`config.mk`:
```
export PLATFORM = sky130hd
export DESIGN_NAME = lz77_job_scheduler
export DESIGN_NICKNAME = d
export VERILOG_FILES = /design/src/rtl/lz77_job_scheduler_pkg.sv /design/src/rtl/lz77_job_scheduler_rr_arbiter.sv /design/src/rtl/lz77_job_scheduler.sv
export SDC_FILE = /design/constraint.sdc
export NUM_CORES = 1
export LEC_CHECK = 0
export CORE_MARGIN = 5
export CORE_UTILIZATION = 42
export CTS_BUF_LIST = sky130_fd_sc_hd__clkbuf_16
export CTS_CLUSTER_SIZE = 10
export DETAILED_ROUTE_END_ITERATION = 6
export PLACE_DENSITY_LB_ADDON = 0.15
export SYNTH_ARGS = -nofsm -noshare
export SYNTH_HDL_FRONTEND = slang
export SYNTH_SLANG_ARGS = --single-unit
```
`constraint.sdc`:
```
create_clock -name clk_i -period 7.5 [get_ports clk_i]
set_input_delay 1.5 -clock clk_i [delete_from_list [all_inputs] [get_ports clk_i]]
set_output_delay 1.5 -clock clk_i [all_outputs]
set_load 0.005 [all_outputs]
```
`src/rtl/lz77_job_scheduler_pkg.sv`:
```
// Shared types for the LZ77 job scheduler: FSM encoding, token sizes and small helpers.
// Pure declarations; no timing or flow-control behaviour of its own.
package lz77_job_scheduler_pkg;

  typedef enum logic [2:0] {
    ST_IDLE,
    ST_CLEAR,
    ST_START,
    ST_RUN,
    ST_REPORT
  } state_e;

  localparam int LIT_TOKEN_BITS   = 9;
  localparam int MATCH_TOKEN_BITS = 19;
  localparam int MIN_MATCH        = 3;

  function automatic int token_bits(input logic is_match);
    return is_match ? MATCH_TOKEN_BITS : LIT_TOKEN_BITS;
  endfunction

  function automatic logic match_worthwhile(input int len);
    return len >= MIN_MATCH;
  endfunction

  // Increment modulo n, safe for n that is not a power of two.
  function automatic int wrap_inc(input int idx, input int n);
    return (idx == n - 1) ? 0 : idx + 1;
  endfunction

endpackage

```
`src/rtl/lz77_job_scheduler_rr_arbiter.sv`:
```
// Round-robin pick of the first request at or after ptr_i, wrapping modulo N.
// Purely combinational, zero latency; no backpressure of its own.
module lz77_job_scheduler_rr_arbiter #(
  parameter int N   = 4,
  parameter int IDW = 2
) (
  input  logic [N-1:0]   req_i,
  input  logic [IDW-1:0] ptr_i,
  output logic [N-1:0]   gnt_o,
  output logic [IDW-1:0] idx_o,
  output logic           any_o
);

  logic [IDW-1:0] cand;
  logic           found;

  always_comb begin
    gnt_o = '0;
    idx_o = '0;
    found = 1'b0;
    cand  = '0;
    for (int k = 0; k < N; k++) begin
      cand = IDW'((int'(ptr_i) + k) % N);
      if (!found && req_i[cand]) begin
        gnt_o[cand] = 1'b1;
        idx_o       = cand;
        found       = 1'b1;
      end
    end
    any_o = found;
  end

endmodule

```
`src/rtl/lz77_job_scheduler.sv`:
```
// Time-shares one LZ77 compressor among NUM_REQ byte streams, one job at a time, round-robin.
// Grant-to-start CLEAR_CYCLES+1 cycles; in RUN ready/valid pass straight through for the owner only.
module lz77_job_scheduler
  import lz77_job_scheduler_pkg::*;
#(
  parameter int NUM_REQ      = 4,
  parameter int ID_BITS      = 2,
  parameter int CLEAR_CYCLES = 2
) (
  input  logic                   clk_i,
  input  logic                   rst_i,
  input  logic [NUM_REQ-1:0]     req_valid_i,
  input  logic [8*NUM_REQ-1:0]   req_data_i,
  input  logic [NUM_REQ-1:0]     req_last_i,
  output logic [NUM_REQ-1:0]     req_ready_o,
  output logic                   cmp_rst_n_o,
  output logic                   cmp_start_o,
  input  logic                   cmp_busy_i,
  input  logic                   cmp_done_i,
  output logic [7:0]             cmp_in_data_o,
  output logic                   cmp_in_valid_o,
  input  logic                   cmp_in_ready_i,
  output logic                   cmp_in_last_o,
  input  logic                   cmp_out_bit_i,
  input  logic                   cmp_out_valid_i,
  output logic                   cmp_out_ready_o,
  input  logic [31:0]            cmp_bytes_i,
  output logic                   out_bit_o,
  output logic                   out_valid_o,
  input  logic                   out_ready_i,
  output logic [ID_BITS-1:0]     out_id_o,
  output logic                   job_done_o,
  output logic [ID_BITS-1:0]     job_id_o,
  output logic [31:0]            job_bytes_o
);

  localparam int CW = (CLEAR_CYCLES > 1) ? $clog2(CLEAR_CYCLES) : 1;

  state_e               state_q, state_d;
  logic [CW-1:0]        clr_cnt_q, clr_cnt_d;
  logic [ID_BITS-1:0]   rr_q, rr_d;
  logic [ID_BITS-1:0]   id_q, id_d;
  logic [ID_BITS-1:0]   job_id_q, job_id_d;
  logic [NUM_REQ-1:0]   gnt_q, gnt_d;
  logic                 last_seen_q, last_seen_d;
  logic [31:0]          job_bytes_q, job_bytes_d;

  logic [NUM_REQ-1:0]   arb_gnt;
  logic [ID_BITS-1:0]   arb_idx;
  logic                 arb_any;
  logic [7:0]           sel_data;
  logic                 sel_valid, sel_last, byte_acc;
  logic                 busy_unused;

  // Busy is implied by the FSM phase; done alone ends the job.
  assign busy_unused = cmp_busy_i;

  lz77_job_scheduler_rr_arbiter #(
    .N   (NUM_REQ),
    .IDW (ID_BITS)
  ) u_arb (
    .req_i (req_valid_i),
    .ptr_i (rr_q),
    .gnt_o (arb_gnt),
    .idx_o (arb_idx),
    .any_o (arb_any)
  );

  assign sel_data  = req_data_i[{id_q, 3'b000} +: 8];
  assign sel_valid = req_valid_i[id_q];
  assign sel_last  = req_last_i[id_q];

  always_ff @(posedge clk_i) begin
    if (rst_i) begin
      state_q     <= ST_IDLE;
      clr_cnt_q   <= '0;
      rr_q        <= '0;
      id_q        <= '0;
      job_id_q    <= '0;
      gnt_q       <= '0;
      last_seen_q <= 1'b0;
      job_bytes_q <= '0;
    end else begin
      state_q     <= state_d;
      clr_cnt_q   <= clr_cnt_d;
      rr_q        <= rr_d;
      id_q        <= id_d;
      job_id_q    <= job_id_d;
      gnt_q       <= gnt_d;
      last_seen_q <= last_seen_d;
      job_bytes_q <= job_bytes_d;
    end
  end

  always_comb begin
    state_d         = state_q;
    clr_cnt_d       = clr_cnt_q;
    rr_d            = rr_q;
    id_d            = id_q;
    job_id_d        = job_id_q;
    gnt_d           = gnt_q;
    last_seen_d     = last_seen_q;
    job_bytes_d     = job_bytes_q;

    req_ready_o     = '0;
    cmp_start_o     = 1'b0;
    cmp_in_data_o   = '0;
    cmp_in_valid_o  = 1'b0;
    cmp_in_last_o   = 1'b0;
    cmp_out_ready_o = 1'b0;
    out_bit_o       = 1'b0;
    out_valid_o     = 1'b0;
    job_done_o      = 1'b0;
    byte_acc        = 1'b0;
    // The compressor follows our own reset so an aborted job leaves nothing behind.
    cmp_rst_n_o     = ~rst_i;

    unique case (state_q)
      ST_IDLE: begin
        if (arb_any) begin
          id_d        = arb_idx;
          gnt_d       = arb_gnt;
          clr_cnt_d   = '0;
          last_seen_d = 1'b0;
          state_d     = ST_CLEAR;
        end
      end
      ST_CLEAR: begin
        cmp_rst_n_o = 1'b0;
        if (clr_cnt_q == CW'(CLEAR_CYCLES - 1)) begin
          state_d = ST_START;
        end else begin
          clr_cnt_d = clr_cnt_q + 1'b1;
        end
      end
      ST_START: begin
        cmp_start_o = 1'b1;
        state_d     = ST_RUN;
      end
      ST_RUN: begin
        // Once the last byte is in, the owner's next job must wait for a new grant.
        cmp_in_data_o   = sel_data;
        cmp_in_valid_o  = sel_valid & ~last_seen_q;
        cmp_in_last_o   = sel_last;
        req_ready_o     = (cmp_in_ready_i & ~last_seen_q) ? gnt_q : '0;
        byte_acc        = sel_valid & cmp_in_ready_i & ~last_seen_q;
        out_bit_o       = cmp_out_bit_i;
        out_valid_o     = cmp_out_valid_i;
        cmp_out_ready_o = out_ready_i;
        if (byte_acc && sel_last) begin
          last_seen_d = 1'b1;
        end
        if (cmp_done_i) begin
          job_bytes_d = cmp_bytes_i;
          job_id_d    = id_q;
          state_d     = ST_REPORT;
        end
      end
      ST_REPORT: begin
        job_done_o = 1'b1;
        rr_d       = ID_BITS'(wrap_inc(int'(id_q), NUM_REQ));
        state_d    = ST_IDLE;
      end
      default: state_d = ST_IDLE;
    endcase
  end

  assign out_id_o    = id_q;
  assign job_id_o    = job_id_q;
  assign job_bytes_o = job_bytes_q;

endmodule

```
Yosys cells after proc, flatten, opt, wreduce, memory -nomap -nowiden
Cells that the tools add are included.
Widths: inputs -> output; s select.
{"block": "totals", "regBits": 47, "out_inout_bits": 56}
{"block": "op_classes", "addsub": 5, "n_lt_le_gt_ge": 9, "n_eq_ne": 9, "shift": 1, "muxes": 53, "n_bitwise": 9, "n_reduce_logical": 19}
{"operator": "$shiftx 32x6->8", "count": 1}
{"operator": "$mux 1", "count": 25}
{"operator": "$mux 4", "count": 6}
{"operator": "$lt 2x3->1 const B", "count": 5}
{"operator": "$bmux 1 s2", "count": 6}
{"operator": "$or 4x4->4", "count": 3}
{"operator": "$pmux 3 s4", "count": 1}
{"operator": "$mux 2", "count": 5}
{"operator": "$mux 3", "count": 3}
{"operator": "$demux 1 s2", "count": 4}
{"operator": "$ge 2x1->1 const B", "count": 4}
{"operator": "$logic_and 1x1->1", "count": 8}
{"operator": "$mux 8", "count": 1}
{"operator": "$ne 2x2->1 const B", "count": 4}
{"operator": "$eq 3x2->1 const B", "count": 2}
{"operator": "$reduce_and 2->1", "count": 3}
{"operator": "$reduce_and 3->1", "count": 2}
{"operator": "$add 2x1->2 const B", "count": 2}
{"operator": "$add 2x2->2 const B", "count": 2}
{"operator": "$and 1x1->1", "count": 4}
{"operator": "$pmux 1 s2", "count": 2}
{"operator": "$reduce_bool 2->1", "count": 2}
{"operator": "$eq 3x1->1 const B", "count": 1}
{"operator": "$eq 3x3->1 const B", "count": 1}
{"operator": "other kinds (5)", "count": 8}

Longest topological paths before layout
{"block": "logic_depth", "depth_word": 14, "depth_mapped": 9}

Hierarchy
Synthesis repeated with hierarchy kept, for this count alone.
{"block": "hier_totals", "hier_cells": 284, "area_unflattened_um2": 2511.2}
{"mod": "lz77_job_scheduler", "instances": 1, "cells_per_inst": 239, "area_each_um2": 2092.0}
{"mod": "lz77_job_scheduler_rr_arbiter", "instances": 1, "cells_per_inst": 45, "area_each_um2": 419.2}

Worst setup path before layout
Ideal clock, no wire load.
{"block": "synth_timing", "path_type": "input-to-output", "start": "input port rst_i", "end": "output port cmp_rst_n_o", "arrival_time_ns": 2.196, "slack_ns": 3.804, "path_stages": 3, "cell_sequence": "clkbuf_1 clkbuf_1 a21oi_1"}
{"block": "synth_via", "elab_chain_len": 2}
{"item": "from (decl)", "line": "lz77_job_scheduler.sv:11", "text": "input logic rst_i,"}
{"item": "$not 1->1", "line": "lz77_job_scheduler.sv:116", "text": "cmp_rst_n_o = ~rst_i;"}
{"item": "$mux 1", "line": "lz77_job_scheduler.sv:118", "text": "unique case (state_q)"}
{"item": "to (decl)", "line": "lz77_job_scheduler.sv:16", "text": "output logic cmp_rst_n_o,"}
No other way between the ends.

Final worst setup path
{"block": "layout_timing", "start": "input port req_valid_i[2]", "end": "output port cmp_in_valid_o"}
{"block": "layout_via", "elab_chain_len": 4}
{"item": "from (decl)", "line": "lz77_job_scheduler.sv:12", "text": "input logic [NUM_REQ-1:0] req_valid_i,"}
{"item": "$bmux 1 s2", "line": "lz77_job_scheduler.sv:70", "text": "assign sel_valid = req_valid_i[id_q];"}
{"item": "$mux 1 (not written as such)", "line": "lz77_job_scheduler.sv:70"}
{"item": "$and 1x1->1", "line": "lz77_job_scheduler.sv:143", "text": "cmp_in_valid_o = sel_valid & ~last_seen_q;"}
{"item": "$mux 1", "line": "lz77_job_scheduler.sv:118"}
{"item": "to (decl)", "line": "lz77_job_scheduler.sv:21", "text": "output logic cmp_in_valid_o,"}
No other way between the ends. The select of a mux whose other input is x is not followed.

==> flow_summary.yaml <==
critical_path:
  reg2reg_depth: 7
  crit_family: "buffers and inverters"
  worstSetupPathDepth: 4
  cp_slowest_stage_delay_ps: 540
  critPathRequiredTime_ps: 6000
  reg2reg_to: "gnt_q[3]$_SDFFE_PP0P_"
  endpoint_kind: "primary output"
  critPathBufInv: 2
  crit_top_cell: "clkdlybuf4s50_1"
  critPathKind: "in -> out"
  r2r_slack_ps: 4400
  critPathSlowestCell: "mux4_2"
  cp_max_fo: 9
  start_kind: "input port"
  crit_chain: "clkdlybuf4s50_1 -> mux4_2 -> nor3b_1 -> clkdlybuf4s50_1"
  timing.rr.start: "rr_q[0]$_SDFFE_PP0P_"
  arrival_ps: 3170
drt:
  initialDrtViolationCount: 76
  firstDrtPassIters: 4
  vias: 2496
  via_per_inst: 5.10
  wl_per_cell_um: 15.0
  antenna_left: 0
  wirelength_um: 7350
  route.detailed.drc: 0
pwr:
  power.density_nw_per_um2: 156
  ir_drop_uv: 114
  p_leak_nw: 1.37
synth:
  netlist_top_cells_count: "nand2_1, dfxtp_1, a21oi_1"
  synth_edf_count: 0
  avgSynthCellArea_um2: 8.60
  yosysMostFrequentCell: "nand2_1"
  ys_seq_elements: 47
  postSynthCellCount: 294
  yosys.area.top_type: "dfxtp_1"
  yosysTopAreaCellShare: 0.372
  ys.flop_type: "dfxtp_1"
  yosysWarnings: 0
  async_flop_share: 0
  synth.area.top_cells: "dfxtp_1, mux4_2, nand2_1"
  synth_fp_nets: 381
  synth_area_um2: 2530
  ys_types: 32
  synth-seq-area-share: 0.372
finish:
  antennaDiodeCount: 0
  fill_cells: 481
  nets: 500
  drive_gt1_frac: 0.0773
  postLayoutCoreUtil: 0.685
  postLayoutCellArea_um2: 4030
  stdcell_count: 489
  areaGrowthSynthToFinish_pct: 59.4
placed_design:
  dpl.hpwl_um: 5630
  placed_area_um2: 3860
  place_ws_ps: 2800
  place_congestion: 0.787
  io_buffers: 134
  dp.cells: 481
timing:
  tns_ps: 0
  maxSlewViolCount: 0
  skew_ps: 7.81
  relSlewSlack: 0.201
  finalCritPeriodShare: 0.623
  timing.final.ws_setup_ps: 2830
  rsz0062_at_grt: "no"
  tightest_slew_ps: 1200
  hold_viol_final: 0
  period_minus_slack_ps: 4670
  fmax_mhz: 214
  final-setup-viol-count: 0
clock_tree:
  cts-resized-gates: 0
  insertion_delay_ps: 280
  ctsHoldBuffers: 0
  post_cts_buffers: 0
  clkSinkCount: 47
  clkTransAtPathRegs_ps: 70
  cts.htree.levels: 2
  cts_root_buf: "clkbuf_16"
  clk_path_buf_depth: 2
  cts_tree: "built"
  numCtsBuffers: 5
run_status:
  status: "complete, no violations"
global_route:
  grt_use_total: 0.186
  grt_pass1_vias: 2337
  grt_pass1_wl_um: 11500
  grt_start_max_net_pins: 48
  grt_antenna_before_repair: 0
  overflow: 0
hold_path:
  min_path_cells: 2
  hp-class: "reg -> reg"
  whs_endpoint: "job_bytes_o[15]$_SDFFE_PP0P_"
  hold_start: "job_bytes_o[15]$_SDFFE_PP0P_"
die:
  coreArea_um2: 5890
  start_util: 0.429
  fp-row-count: 28
  die-width_um: 87.6
  die_area_um2: 7670
  die_y_um: 87.6
  io_pins: 136
flow_run:
  maxCapViolCount: 0
[power breakdown]
group	internal (mW)	switching [mW]	total, mW
sequential	0.258	0.0131	0.271
clock	0.157	0.0885	0.246
combinational	0.0752	0.0382	0.113
[stage by stage]
step / hold slack, ps / power (mW)
after floorplan: 453 / 0.328
after global placement: 441 / 0.389
after detailed placement: 446 / 0.391
after CTS: 455 / 0.637
after global routing: 475 / 0.657
final: 454 / 0.630
[worst max-delay path by stage]
stage | from | endpoint | slack [ps]
floorplan | rst_i | cmp_rst_n_o | 3800
global placement | req_valid_i[0] | cmp_in_valid_o | 2810
detailed placement | req_valid_i[2] | cmp_in_valid_o | 2800
CTS | req_valid_i[2] | cmp_in_valid_o | 2800
global route | req_valid_i[2] | cmp_in_valid_o | 2770
finish | req_valid_i[2] | cmp_in_valid_o | 2830
[layer usage]
| metal | vias to the layer above | share of wire | track usage |
|---|---|---|---|
| met2 | 107 | 0.47 | 0.320 |
| met5 | - | 0 | 0 |
| li1 | 1257 | - | - |
| met1 | 1132 | 0.42 | 0.239 |
| met4 | 0 | 0 | 0.0293 |
| met3 | 0 | 0.11 | 0.0508 |
[cell type report]
cell class              instances  area [µm²]  share of cell area
well taps                      75        93.8              0.0233
inverters                       3        11.3             0.00280
flip-flops and latches         47         941               0.234
repair buffers                134        1340               0.332
clock buffers                   5         125              0.0311
clock inverters                 3        42.5              0.0106
multi-input cells             222        1480               0.367
[cell families after synthesis]
logic type / count (synthesis) / share of synthesized area
AND/OR/NAND/NOR: 130 / 0.244
AO/OA/AOI/OAI: 65 / 0.156
flip-flops: 47 / 0.372
buffers and inverters: 25 / 0.0426
multiplexers: 20 / 0.150
adder cells (fa/ha/maj): 7 / 0.0347
[cells in the final DEF (no fill, tap or decap), drive strengths merged]
cell type        n
nor4             1
a211oi           1
a41oi            1
a211o            1
dfxtp           47
clkdlybuf4s50  133
nand3b           5
and2            17
nor2            16
clkbuf           5
nor3             5
buf              1
o21a             1
mux2i            3
clkinv           1
mux4            14
and3b            1
ha               7
o31ai            1
nor2b            1
a2111oi          1
a21oi           45
bufinv           1
nor3b            6
mux2             3
nand2           78
a311oi           5
a221oi           2
o21ai            7
inv              4
[state kept, by name, indices dropped and copies added, names as in the netlist]
| signal | flops |
|---|---|
| clr_cnt_q | 1 |
| gnt_q | 4 |
| job_bytes_o | 32 |
| job_id_o | 2 |
| last_seen_q | 1 |
| out_id_o | 2 |
| rr_q | 2 |
| state_q | 3 |
[worst min-delay path: cells and delay by family, from the launching register on]
family	cells	cell delay [ps]
AOI/OAI and AO/OA	1	50
DFF	1	310
and+or+nand+nor	1	50
No activity file was read; power rests on OpenSTA's default activity.
